File: src/rtl/pong_link_tx_if.sv
// Paddle-link transmitter bus: request/payload in, serial line and status out.
interface pong_link_tx_if;
    logic       send;
    logic [9:0] ypos_in;
    logic       mouse_left_in;
    logic       tx;
    logic       busy;
    logic       done;
    logic [7:0] frame_cnt;

    // Requester side: drives the request and payload, observes line and status.
    modport master (
        output send, ypos_in, mouse_left_in,
        input  tx, busy, done, frame_cnt
    );

    // Transmitter side.
    modport slave (
        input  send, ypos_in, mouse_left_in,
        output tx, busy, done, frame_cnt
    );
endinterface

File: src/rtl/pong_link_tx.sv
// Serial transmitter for the inter-board paddle link.
// Frame: start(0), ypos[0..9] LSB first, mouse_left, even parity, stop(1),
// followed by an optional forced idle gap. One request can be queued while busy.
module pong_link_tx #(
    parameter int unsigned CLKS_PER_BIT = 650,
    parameter int unsigned GAP_BITS     = 2
) (
    input  logic          clk,
    input  logic          rst,
    pong_link_tx_if.slave link
);

    localparam int unsigned BAUD_W   = $clog2(CLKS_PER_BIT);
    localparam int unsigned GAP_CYC  = GAP_BITS * CLKS_PER_BIT;
    localparam int unsigned GAP_W    = (GAP_CYC > 1) ? $clog2(GAP_CYC) : 1;
    localparam int unsigned PAY_W    = 11;
    localparam int unsigned IDX_W    = 4;

    typedef enum logic [2:0] {
        S_IDLE,
        S_START,
        S_DATA,
        S_PARITY,
        S_STOP,
        S_GAP
    } state_t;

    state_t             state_q, state_d;
    logic [BAUD_W-1:0]  baud_q, baud_d;
    logic [IDX_W-1:0]   idx_q, idx_d;
    logic [GAP_W-1:0]   gap_q, gap_d;
    logic [PAY_W-1:0]   shreg_q, shreg_d;
    logic               par_q, par_d;
    logic               pending_q, pending_d;
    logic               tx_q, tx_d;
    logic               busy_q, busy_d;
    logic               done_q, done_d;
    logic [7:0]         cnt_q, cnt_d;
    logic               bit_end;
    logic               launch;

    // State and output registers; reset aborts any frame without counting it.
    always_ff @(posedge clk or posedge rst) begin
        if (rst) begin
            state_q   <= S_IDLE;
            baud_q    <= '0;
            idx_q     <= '0;
            gap_q     <= '0;
            shreg_q   <= '0;
            par_q     <= 1'b0;
            pending_q <= 1'b0;
            tx_q      <= 1'b1;
            busy_q    <= 1'b0;
            done_q    <= 1'b0;
            cnt_q     <= '0;
        end else begin
            state_q   <= state_d;
            baud_q    <= baud_d;
            idx_q     <= idx_d;
            gap_q     <= gap_d;
            shreg_q   <= shreg_d;
            par_q     <= par_d;
            pending_q <= pending_d;
            tx_q      <= tx_d;
            busy_q    <= busy_d;
            done_q    <= done_d;
            cnt_q     <= cnt_d;
        end
    end

    // Next-state, bit sequencing, request queuing and launch capture.
    always_comb begin
        state_d   = state_q;
        idx_d     = idx_q;
        gap_d     = gap_q;
        shreg_d   = shreg_q;
        par_d     = par_q;
        pending_d = pending_q;
        tx_d      = tx_q;
        busy_d    = busy_q;
        done_d    = 1'b0;
        cnt_d     = cnt_q;
        launch    = 1'b0;
        bit_end   = (baud_q == BAUD_W'(CLKS_PER_BIT - 1));
        baud_d    = bit_end ? '0 : baud_q + BAUD_W'(1);

        case (state_q)
            S_IDLE: begin
                baud_d = '0;
                if (link.send) begin
                    launch = 1'b1;
                end
            end
            S_START: begin
                if (bit_end) begin
                    state_d = S_DATA;
                    idx_d   = '0;
                    tx_d    = shreg_q[0];
                    shreg_d = {1'b0, shreg_q[PAY_W-1:1]};
                end
            end
            S_DATA: begin
                if (bit_end) begin
                    if (idx_q == IDX_W'(PAY_W - 1)) begin
                        state_d = S_PARITY;
                        tx_d    = par_q;
                    end else begin
                        idx_d   = idx_q + IDX_W'(1);
                        tx_d    = shreg_q[0];
                        shreg_d = {1'b0, shreg_q[PAY_W-1:1]};
                    end
                end
            end
            S_PARITY: begin
                if (bit_end) begin
                    state_d = S_STOP;
                    tx_d    = 1'b1;
                end
            end
            S_STOP: begin
                if (bit_end) begin
                    done_d = 1'b1;
                    cnt_d  = cnt_q + 8'd1;
                    if (GAP_BITS > 0) begin
                        state_d = S_GAP;
                        gap_d   = '0;
                    end else if (pending_q || link.send) begin
                        launch = 1'b1;
                    end else begin
                        state_d = S_IDLE;
                        busy_d  = 1'b0;
                    end
                end
            end
            S_GAP: begin
                baud_d = '0;
                if (gap_q == GAP_W'(GAP_CYC - 1)) begin
                    if (pending_q || link.send) begin
                        launch = 1'b1;
                    end else begin
                        state_d = S_IDLE;
                        busy_d  = 1'b0;
                    end
                end else begin
                    gap_d = gap_q + GAP_W'(1);
                end
            end
            default: begin
                state_d = S_IDLE;
                tx_d    = 1'b1;
                busy_d  = 1'b0;
            end
        endcase

        // A launch consumes the queued request; otherwise requests while busy merge into one.
        if (launch) begin
            pending_d = 1'b0;
        end else if (busy_q && link.send) begin
            pending_d = 1'b1;
        end

        // Payload is sampled only in the launch cycle.
        if (launch) begin
            state_d = S_START;
            baud_d  = '0;
            shreg_d = {link.mouse_left_in, link.ypos_in};
            par_d   = ^{link.mouse_left_in, link.ypos_in};
            tx_d    = 1'b0;
            busy_d  = 1'b1;
        end
    end

    assign link.tx        = tx_q;
    assign link.busy      = busy_q;
    assign link.done      = done_q;
    assign link.frame_cnt = cnt_q;

endmodule

File: src/flat_wrapper.sv
// flat-port wrapper written by rule: the top's interface ports become plain ports
module pong_link_tx_flat 
#(
    parameter int unsigned CLKS_PER_BIT = 650,
    parameter int unsigned GAP_BITS     = 2
)
  (clk, rst, link_send, link_ypos_in, link_mouse_left_in, link_tx, link_busy, link_done, link_frame_cnt);
  pong_link_tx_if link_i ();
  input  logic clk;
  input  logic rst;
  input wire logic [$bits(link_i.send)-1:0] link_send;
  input wire logic [$bits(link_i.ypos_in)-1:0] link_ypos_in;
  input wire logic [$bits(link_i.mouse_left_in)-1:0] link_mouse_left_in;
  output wire logic [$bits(link_i.tx)-1:0] link_tx;
  output wire logic [$bits(link_i.busy)-1:0] link_busy;
  output wire logic [$bits(link_i.done)-1:0] link_done;
  output wire logic [$bits(link_i.frame_cnt)-1:0] link_frame_cnt;
  assign link_i.send = link_send;
  assign link_i.ypos_in = link_ypos_in;
  assign link_i.mouse_left_in = link_mouse_left_in;
  assign link_tx = link_i.tx;
  assign link_busy = link_i.busy;
  assign link_done = link_i.done;
  assign link_frame_cnt = link_i.frame_cnt;
  pong_link_tx #(.CLKS_PER_BIT(CLKS_PER_BIT), .GAP_BITS(GAP_BITS)) u_core (.clk(clk), .rst(rst), .link(link_i));
endmodule
File: config.mk
export PLATFORM = sky130hd
export DESIGN_NAME = pong_link_tx_flat
export DESIGN_NICKNAME = d
export VERILOG_FILES = /design/src/rtl/pong_link_tx_if.sv /design/src/rtl/pong_link_tx.sv /design/src/flat_wrapper.sv
export SDC_FILE = /design/constraint.sdc
export NUM_CORES = 1
export LEC_CHECK = 0
export ABC_CLOCK_PERIOD_IN_PS = 2500
export BUFFER_PORTS_ARGS = -buffer_cell sky130_fd_sc_hd__buf_2
export CORE_AREA = 2 2 98 100
export CTS_BUF_LIST = sky130_fd_sc_hd__clkbuf_16
export CTS_CLUSTER_DIAMETER = 30
export DETAILED_ROUTE_END_ITERATION = 16
export DIE_AREA = 0 0 100 102
export PLACE_DENSITY = 0.46
export SKIP_CTS_REPAIR_TIMING = 1
export SLEW_MARGIN = 20
export SYNTH_ARGS = -nofsm -noshare
export SYNTH_HDL_FRONTEND = slang
export SYNTH_SLANG_ARGS = --single-unit
export TNS_END_PERCENT = 100
File: constraint.sdc
create_clock -name clk -period 2.5 [get_ports clk]
set_clock_uncertainty 0.15 [all_clocks]
set_input_delay 0.75 -clock clk [delete_from_list [all_inputs] [get_ports clk]]
set_output_delay 0.75 -clock clk [all_outputs]
set_load 0.1 [all_outputs]
==> qor.yml, run 1 <==
grt:
  grt_start_max_net_pins: 37
  busiest_layer: "met2"
  antenna_found_initial: 0
  grt_pass1_vias: 1964
  grt_pass1_wl_mm: 9.50
  grt_util_met3: 0.0294
  overflow: 0
  use_met1: 0.156
  grt_util_met2: 0.185
  grt_usage: 0.116
setup_path:
  crit_start: "u_core.gap_q[3]"
  r2r_start: "u_core.gap_q[3]"
  end_kind: "flip-flop"
  crit_arrival_ns: 2.26
  critPathRequiredTime_ns: 2.53
  critPathLaunchType: "flip-flop"
  path_class: "reg -> reg"
  path_max_fanout: 17
power_and_ir_drop:
  p_sw_frac: 0.206
  p_leak_uw: 0.00152
  vdd_drop_max_uv: 238
  intPower_uw: 1340
  total_power_uw: 1690
  p_seq_frac: 0.497
  clkPwrFrac: 0.461
  comb_power_share: 0.042
  power_switching_uw: 348
  cellPowerDensity_mw_per_mm2: 532
synth:
  yosys_warnings: 0
  synth_edf_count: 0
  synthDistinctLibCells: 47
  synth_nets: 282
  synth_seq_cells: 52
  syn_inst: 262
  synth_area_mm2: 0.00268
  synthArstFlopShare: 1.00
  syn_area_per_cell_um2: 10.2
  ys_seq_area_frac: 0.485
  synth_top_flop_cell: "dfrtp_1"
finish:
  num_antenna_cells: 0
  drive_gt1_frac: 0.197
  mostFrequentLayoutCell: "dfrtp_1"
  final_cell_mix: "dfrtp_1, nor2_1, buf_2, xnor2_1, nand2_1"
  layout.nets: 314
  num-fill-cells: 933
  syn2layout_area_growth_pct: 18.3
routing:
  ant_nets: 0
  detail_route.first_pass.iterations: 4
  drtIter0Drc: 51
  drc: 0
  routedWlPerCell_um: 13.5
  vias: 1939
  vias_per_cell: 4.78
  routed_wl_mm: 5.46
timing:
  rsz0062_at_grt: "false"
  hold_viol: 0
  fin_crit_sh: 0.894
  fin_crit_ns: 2.24
  setup_viol: 0
  max_freq_mhz: 447
  tightest_slew_ns: 0.484
  hold-worst-slack_ns: 0.291
  fin_tns_setup_ns: 0
  slew_violations: 0
  maxSlewHeadroom: 0.677
clocking:
  clock_sinks: 52
  insertion_delay_ns: 0.29
  cts_buffer_depth: 2
  htree_levels: 2
  clockRootBuffer: "clkbuf_16"
  cts_buffers: 5
  clk_pin_slew_worst_paths_ns: 0.07
  cts_tree: "built"
floorplanning:
  dieArea_mm2: 0.0102
  core.rowCount: 35
  die_y_um: 102
  io_pins: 25
  start_util: 0.295
  core-area_mm2: 0.00911
  die_w_um: 100
worst_hold_path:
  min_path_type: "in -> async"
place:
  dpl.hpwl_mm: 3.85
  gp_congestion: 0.722
  port_buffers: 24
job:
  maxCapViolCount: 0
outcome:
  status: "completed"
worst max-delay path, cell delays in order, from the launching register on:
cell and delay, ns:
dfrtp_1 0.43, or4_1 0.57, nor3_2 0.22, a21oi_1 0.20, buf_12 0.20, o22ai_1 0.13
o2bb2a_1 0.22
cells by family after synthesis:
family / synth area share
AO/OA/AOI/OAI: 0.117
XOR/XNOR: 0.114
multiplexers: 0.00839
flip-flops: 0.485
adder cells (fa/ha/maj): 0.0280
buffers and inverters: 0.0284
AND/OR/NAND/NOR: 0.219
state kept, by name (all words and copies together) (netlist names):
signal,cells
u_core.link.frame_cnt,8
u_core.link.done,1
u_core.link.busy,1
u_core.gap_q,11
u_core.state_q,3
u_core.pending_q,1
u_core.idx_q,4
u_core.par_q,1
u_core.shreg_q,11
u_core.link.tx,1
u_core.baud_q,10
per-stage QoR:
step                      worst slack (ns)  cells  utilization  area (um2)
after floorplan                      0.344    262            -        2680
after global placement               0.197    398        0.330        3010
after detailed placement             0.181    398        0.330        3010
after CTS                            0.252    406        0.349        3180
after global routing                 0.167    406        0.349        3180
final                                0.264    406        0.349        3180
cells in the mapped netlist, types with 4 or more instances:
cell       instances  area [um2]
a21oi_1            5        25.0
a2bb2oi_1          9        78.8
and3_1             6        37.5
buf_2              4        20.0
clkbuf_1           6        22.5
dfrtp_1           51        1280
ha_1               6        75.1
inv_1              7        26.3
nand2_1           18        67.6
nand2b_1           4        25.0
nand3_1           12        60.1
nand4_1            6        37.5
nor2_1            30         113
o21ai_0            8        40.0
o22ai_1           11        68.8
xnor2_1           21         184
xor2_1            14         123
power by group through the flow:
stage,clock (uW),combinational [uW],sequential (uW)
floorplan,0,43.6,857
global placement,0,72.8,857
detailed placement,0,72.9,857
CTS,812,73.3,840
global route,838,78.7,840
finish,780,70.5,841
per-layer routing:
layer / wire, um / vias to the layer above / share of wire
li1: - / 987 / -
met1: 2720 / 914 / 0.50
met2: 2480 / 30 / 0.45
met3: 189 / 8 / 0.035
met4: 78 / 0 / 0.014
met5: 0 / - / 0
worst paths after layout:
check | slack, ns | end | cells past startpoint
min reg2reg | 0.32 | u_core.link.frame_cnt[7] | 1
max reg2reg | 0.26 | u_core.shreg_q[9] | 6
min in group clk | 0.32 | u_core.link.frame_cnt[7] | 1
max in group asynchronous | 1.32 | u_core.link.tx | 3
max | 0.26 | u_core.shreg_q[9] | 6
min | 0.29 | u_core.gap_q[1] | 2
cell type report:
| type | count | area, um2 | area share |
|---|---|---|---|
| tap | 111 | 139 | 0.0437 |
| multi-input combinational | 192 | 1310 | 0.411 |
| clock inverter | 3 | 42.5 | 0.0134 |
| clock buffer | 5 | 125 | 0.0394 |
| inverter | 7 | 26.3 | 0.00827 |
| sequential | 52 | 1300 | 0.410 |
| timing repair buffer | 36 | 235 | 0.0741 |
No activity file was read; power rests on OpenSTA's default activity.
==> inputs of run 2 (changes only) <==
--- a/config.mk
+++ b/config.mk
@@ -12,7 +12,9 @@
 export CTS_CLUSTER_DIAMETER = 30
 export DETAILED_ROUTE_END_ITERATION = 16
 export DIE_AREA = 0 0 100 102
+export MAX_ROUTING_LAYER = met4
 export PLACE_DENSITY = 0.46
+export RECOVER_POWER = 50
 export SKIP_CTS_REPAIR_TIMING = 1
 export SLEW_MARGIN = 20
 export SYNTH_ARGS = -nofsm -noshare
==> run 2 against run 1 <==
Cell area decreased by 0.59%; core utilization decreased by 0.21 points; setup slack got worse by 0.0023 ns; register-to-register slack about the same; sequential power about the same; die area unchanged; count of clock-buffer cells in the layout unchanged; total power decreased by 0.11%; wire length increased by 0.81%; first-iteration DRC count increased by 14%; sequential share of layout area increased by 0.24 points; clock power about the same; largest cell class unchanged; highest routed layer unchanged.
==> qor.yml, run 2 (synthesized netlist as in run 1, its figures left out) <==
outcome:
  status: "completed"
clocking:
  clock_sinks: 52
  insertion_delay_ns: 0.29
  cts_buffer_depth: 2
  clockRootBuffer: "clkbuf_16"
  clk_pin_slew_worst_paths_ns: 0.07
  cts_buffers: 5
  htree_levels: 2
  cts_tree: "built"
floorplanning:
  core-area_mm2: 0.00911
  dieArea_mm2: 0.0102
  core.rowCount: 35
  die_y_um: 102
  start_util: 0.295
  die_w_um: 100
  io_pins: 25
setup_path:
  critPathLaunchType: "flip-flop"
  r2r_start: "u_core.baud_q[2]"
  critPathRequiredTime_ns: 2.52
  path_class: "reg -> reg"
  r2r_slack_ns: 0.26
  end_kind: "flip-flop"
  cp_slowest_stage_delay_ns: 0.57
  path_max_fanout: 7
  crit_arrival_ns: 2.26
  rr_worst_depth: 5
  cp_cell_sequence: "or4b_4, nor4_4, clkbuf_1, nor2_1, mux2_2"
  slowest_stage: "or4b_4"
  reg2reg_to: "u_core.gap_q[0]"
job:
  maxCapViolCount: 0
grt:
  use_met1: 0.156
  grt_pass1_wl_mm: 9.52
  grt_util_met3: 0.0294
  grt_usage: 0.120
  busiest_layer: "met2"
  grt_util_met2: 0.185
  antenna_found_initial: 0
  grt_start_max_net_pins: 37
  overflow: 0
  grt_pass1_vias: 1962
place:
  place_ws_ns: 0.181
  gp_congestion: 0.730
  port_buffers: 24
  dpl.hpwl_mm: 3.85
timing:
  rsz0062_at_grt: "false"
  setup_viol: 0
  setup_slack_ns: 0.262
  fin_tns_setup_ns: 0
  tightest_slew_ns: 0.919
  slew_violations: 0
  fin_crit_ns: 2.24
  maxSlewHeadroom: 0.387
  fin_crit_sh: 0.895
  hold_viol: 0
  max_freq_mhz: 447
worst_hold_path:
  min_path_type: "reg -> reg"
  min-delay-start: "u_core.link.frame_cnt[7]"
  hold-path-endpoint: "u_core.link.frame_cnt[7]"
  worstHoldPathCells: 1
power_and_ir_drop:
  p_leak_uw: 0.00151
  vdd_drop_max_uv: 238
  cellPowerDensity_mw_per_mm2: 535
  total_power_uw: 1690
routing:
  routedWlPerCell_um: 13.6
  vias_per_cell: 4.79
  drc: 0
  vias: 1944
  routed_wl_mm: 5.51
  detail_route.first_pass.iterations: 4
  drtIter0Drc: 58
  ant_nets: 0
finish:
  reg.largest.list: "u_core.gap_q x11, u_core.shreg_q x11, u_core.baud_q x10"
  final_cell_mix: "dfrtp_1, nor2_1, buf_2, xnor2_1, nand2_1"
  syn2layout_area_growth_pct: 17.6
  drive_gt1_frac: 0.190
  num_antenna_cells: 0
  layout.nets: 314
  mostFrequentLayoutCell: "dfrtp_1"
## run 2: cell types whose count changed in the layout (fill, tap and decap cells not counted)
cell      delta
buf_12       -1
buf_4        -1
clkbuf_1     +1
clkbuf_2     +1
inv_1        +1
inv_2        -1
## run 2: metrics by stage
step,instances,cell area (um2),util,hold slack (ns)
after global routing,406,3160,0.347,0.340
final,406,3160,0.347,0.325
after detailed placement,398,3010,0.330,0.318
after CTS,406,3180,0.349,0.299
after global placement,398,3010,0.330,0.314
after floorplan,262,2680,-,0.300
## run 2: per-layer routing
layer,wire (um),vias up
met1,2670,919
met4,89,0
met3,195,7
met2,2550,31
met5,0,-
li1,-,987
## run 2: layout make-up
| class | count | area (um2) |
|---|---|---|
| fillers | 937 | 5950 |
| multi-input cells | 192 | 1310 |
| flip-flops and latches | 52 | 1300 |
| repair buffers | 36 | 216 |
| well taps | 111 | 139 |
| clock buffers | 5 | 125 |
| clock inverters | 3 | 42.5 |
| inverters | 7 | 26.3 |
## run 2: power breakdown
group          switching (uW)  leakage (uW)  total, uW  internal, uW
sequential                  0      0.000698        841           841
combinational            39.3      0.000731       67.5          28.2
clock                     310     0.0000814        781           471
total                     349       0.00151       1690          1340
## run 2: critical path, delay by kind of cell, from the launching register on
| family | cells | cell delay [ns] |
|---|---|---|
| AND/OR/NAND/NOR | 3 | 0.94 |
| flip-flops | 1 | 0.43 |
| buffers and inverters | 1 | 0.32 |
| multiplexers | 1 | 0.27 |
## run 2: worst max path at each step
stage | to | from | cells after the start
4_1_cts | u_core.shreg_q[9] | u_core.gap_q[3] | 6
2_1_floorplan | u_core.baud_q[0] | rst | 1
3_5_place_dp | u_core.shreg_q[9] | link_send | 7
5_1_grt | u_core.gap_q[0] | u_core.state_q[2] | 6
6_report | u_core.gap_q[0] | u_core.baud_q[2] | 5
3_3_place_gp | u_core.shreg_q[9] | link_send | 7
==> inputs of run 3 (changes only) <==
--- a/config.mk
+++ b/config.mk
@@ -5,7 +5,7 @@
 export SDC_FILE = /design/constraint.sdc
 export NUM_CORES = 1
 export LEC_CHECK = 0
-export ABC_CLOCK_PERIOD_IN_PS = 2500
+export ABC_CLOCK_PERIOD_IN_PS = 2830
 export BUFFER_PORTS_ARGS = -buffer_cell sky130_fd_sc_hd__buf_2
 export CORE_AREA = 2 2 98 100
 export CTS_BUF_LIST = sky130_fd_sc_hd__clkbuf_16
==> constraint.sdc (replaced) <==
create_clock -name clk -period 2.83 [get_ports clk]
set_clock_uncertainty 0.15 [all_clocks]
set_input_delay 0.849 -clock clk [delete_from_list [all_inputs] [get_ports clk]]
set_output_delay 0.849 -clock clk [all_outputs]
set_load 0.1 [all_outputs]
==> run 3 against run 2 <==
Combinational power down 12%; count of clock-buffer cells in the layout unchanged; critical path depth down 4; setup slack better by 0.11 ns; via count unchanged; sequential power down 12%; cell count down 0.99%; cell area down 2.1%; largest cell class unchanged.
==> qor.yml, run 3 (synthesized netlist as in run 1, its figures left out) <==
outcome:
  status: "completed"
setup_path:
  cp_top_family: "buffers and inverters"
  critPathRequiredTime_ns: 1.83
  cp_cell_sequence: "clkbuf_1"
  end_kind: "primary output"
  reg2reg_to: "u_core.idx_q[3]"
  path_buf_inv: 1
  path_max_fanout: 1
  cp_slowest_stage_delay_ns: 0.85
  r2r_slack_ns: 0.38
  crit_arrival_ns: 1.46
  rr_worst_depth: 6
  path_class: "reg -> out"
  r2r_start: "u_core.baud_q[4]"
  critPathLaunchType: "flip-flop"
  slowest_stage: "clkbuf_1"
worst_hold_path:
  min-delay-start: "u_core.link.frame_cnt[7]"
  worstHoldPathCells: 1
  min_path_type: "reg -> reg"
  hold-path-endpoint: "u_core.link.frame_cnt[7]"
timing:
  slew_violations: 0
  fin_crit_ns: 2.46
  hold_viol: 0
  maxSlewHeadroom: 0.128
  setup_viol: 0
  max_freq_mhz: 406
  tightest_slew_ns: 1.31
  rsz0062_at_grt: "false"
  setup_slack_ns: 0.369
  fin_tns_setup_ns: 0
  fin_crit_sh: 0.870
power_and_ir_drop:
  cellPowerDensity_mw_per_mm2: 448
  p_leak_uw: 0.00147
  clkPwrFrac: 0.420
  vdd_drop_max_uv: 230
  p_seq_frac: 0.537
  power_switching_uw: 294
  intPower_uw: 1090
  p_sw_frac: 0.213
  comb_power_share: 0.043
grt:
  grt_pass1_vias: 1924
  grt_pass1_wl_mm: 9.32
  grt_usage: 0.118
  antenna_found_initial: 0
  overflow: 0
  grt_start_max_net_pins: 53
place:
  dpl-instance-area_mm2: 0.00296
  port_buffers: 24
  place_ws_ns: 0.452
  gp_congestion: 0.729
  dpl.hpwl_mm: 3.65
routing:
  detail_route.first_pass.iterations: 4
  routed_wl_mm: 5.36
  drtIter0Drc: 50
  routedWlPerCell_um: 13.3
  vias: 1944
  drc: 0
  ant_nets: 0
  vias_per_cell: 4.84
finish:
  mostFrequentLayoutCell: "dfrtp_1"
  syn2layout_area_growth_pct: 15.2
  num_antenna_cells: 0
  design_area_mm2: 0.00309
  num-fill-cells: 947
  final_cell_mix: "dfrtp_1, nor2_1, buf_2, xnor2_1, nand2_1"
  drive_gt1_frac: 0.175
  final_util: 0.339
  reg.largest.list: "u_core.gap_q x11, u_core.shreg_q x11, u_core.baud_q x10"
  layout.nets: 311
floorplanning:
  die_y_um: 102
  core-area_mm2: 0.00911
  die_w_um: 100
  dieArea_mm2: 0.0102
  start_util: 0.295
  io_pins: 25
  core.rowCount: 35
clocking:
  cts_buffer_depth: 2
  clk_pin_slew_worst_paths_ns: 0.07
  clock_sinks: 52
  htree_levels: 2
  cts_tree: "built"
  cts_buffers: 5
  insertion_delay_ns: 0.29
  clockRootBuffer: "clkbuf_16"
job:
  maxCapViolCount: 0
[run 3: changes by cell type in the layout (fill, tap and decap cells not counted)]
cell / before / now
buf_2: 24 / 23
buf_4: 9 / 7
buf_12: 1 / 0
clkbuf_1: 1 / 2
bufinv_16: 1 / 0
[run 3: final cells by class]
cell class              count  area [um2]  share of cell area
multi-input cells         192        1310               0.422
flip-flops and latches     52        1300               0.421
repair buffers             33         180              0.0583
clock buffers               5         125              0.0405
inverters                   7        26.3             0.00850
clock inverters             2        12.5             0.00405
well taps                 111         139              0.0449
[run 3: how the worst max path moves through the flow]
stage                          start            endpoint  cells after the start
floorplan                        rst    u_core.baud_q[0]                      1
global placement     u_core.gap_q[3]  u_core.shreg_q[10]                      5
detailed placement   u_core.gap_q[3]  u_core.shreg_q[10]                      5
CTS                  u_core.gap_q[3]  u_core.shreg_q[10]                      5
global route        u_core.baud_q[2]     u_core.idx_q[3]                      6
finish              u_core.link.done           link_done                      1
[run 3: power by group through the flow]
stage | registers (uW) | clock network, uW | logic [uW]
floorplan | 757 | 0 | 38.6
global placement | 757 | 0 | 62.0
detailed placement | 757 | 0 | 62.4
CTS | 743 | 608 | 62.3
global route | 742 | 638 | 67.4
finish | 743 | 582 | 59.4
[run 3: metal layers]
metal | GRT usage | up-vias | routed length (um)
li1 | - | 980 | -
met1 | 0.155 | 930 | 2690
met2 | 0.184 | 26 | 2430
met3 | 0.0233 | 8 | 162
met4 | 0.0411 | 0 | 75
met5 | - | - | 0
[run 3: stage by stage]
stage	instances	power [uW]	hold WS (ns)
2_1_floorplan	262	796	0.300
4_1_cts	402	1410	0.321
3_3_place_gp	395	819	0.303
6_report	402	1380	0.313
5_1_grt	402	1450	0.352
3_5_place_dp	395	819	0.308
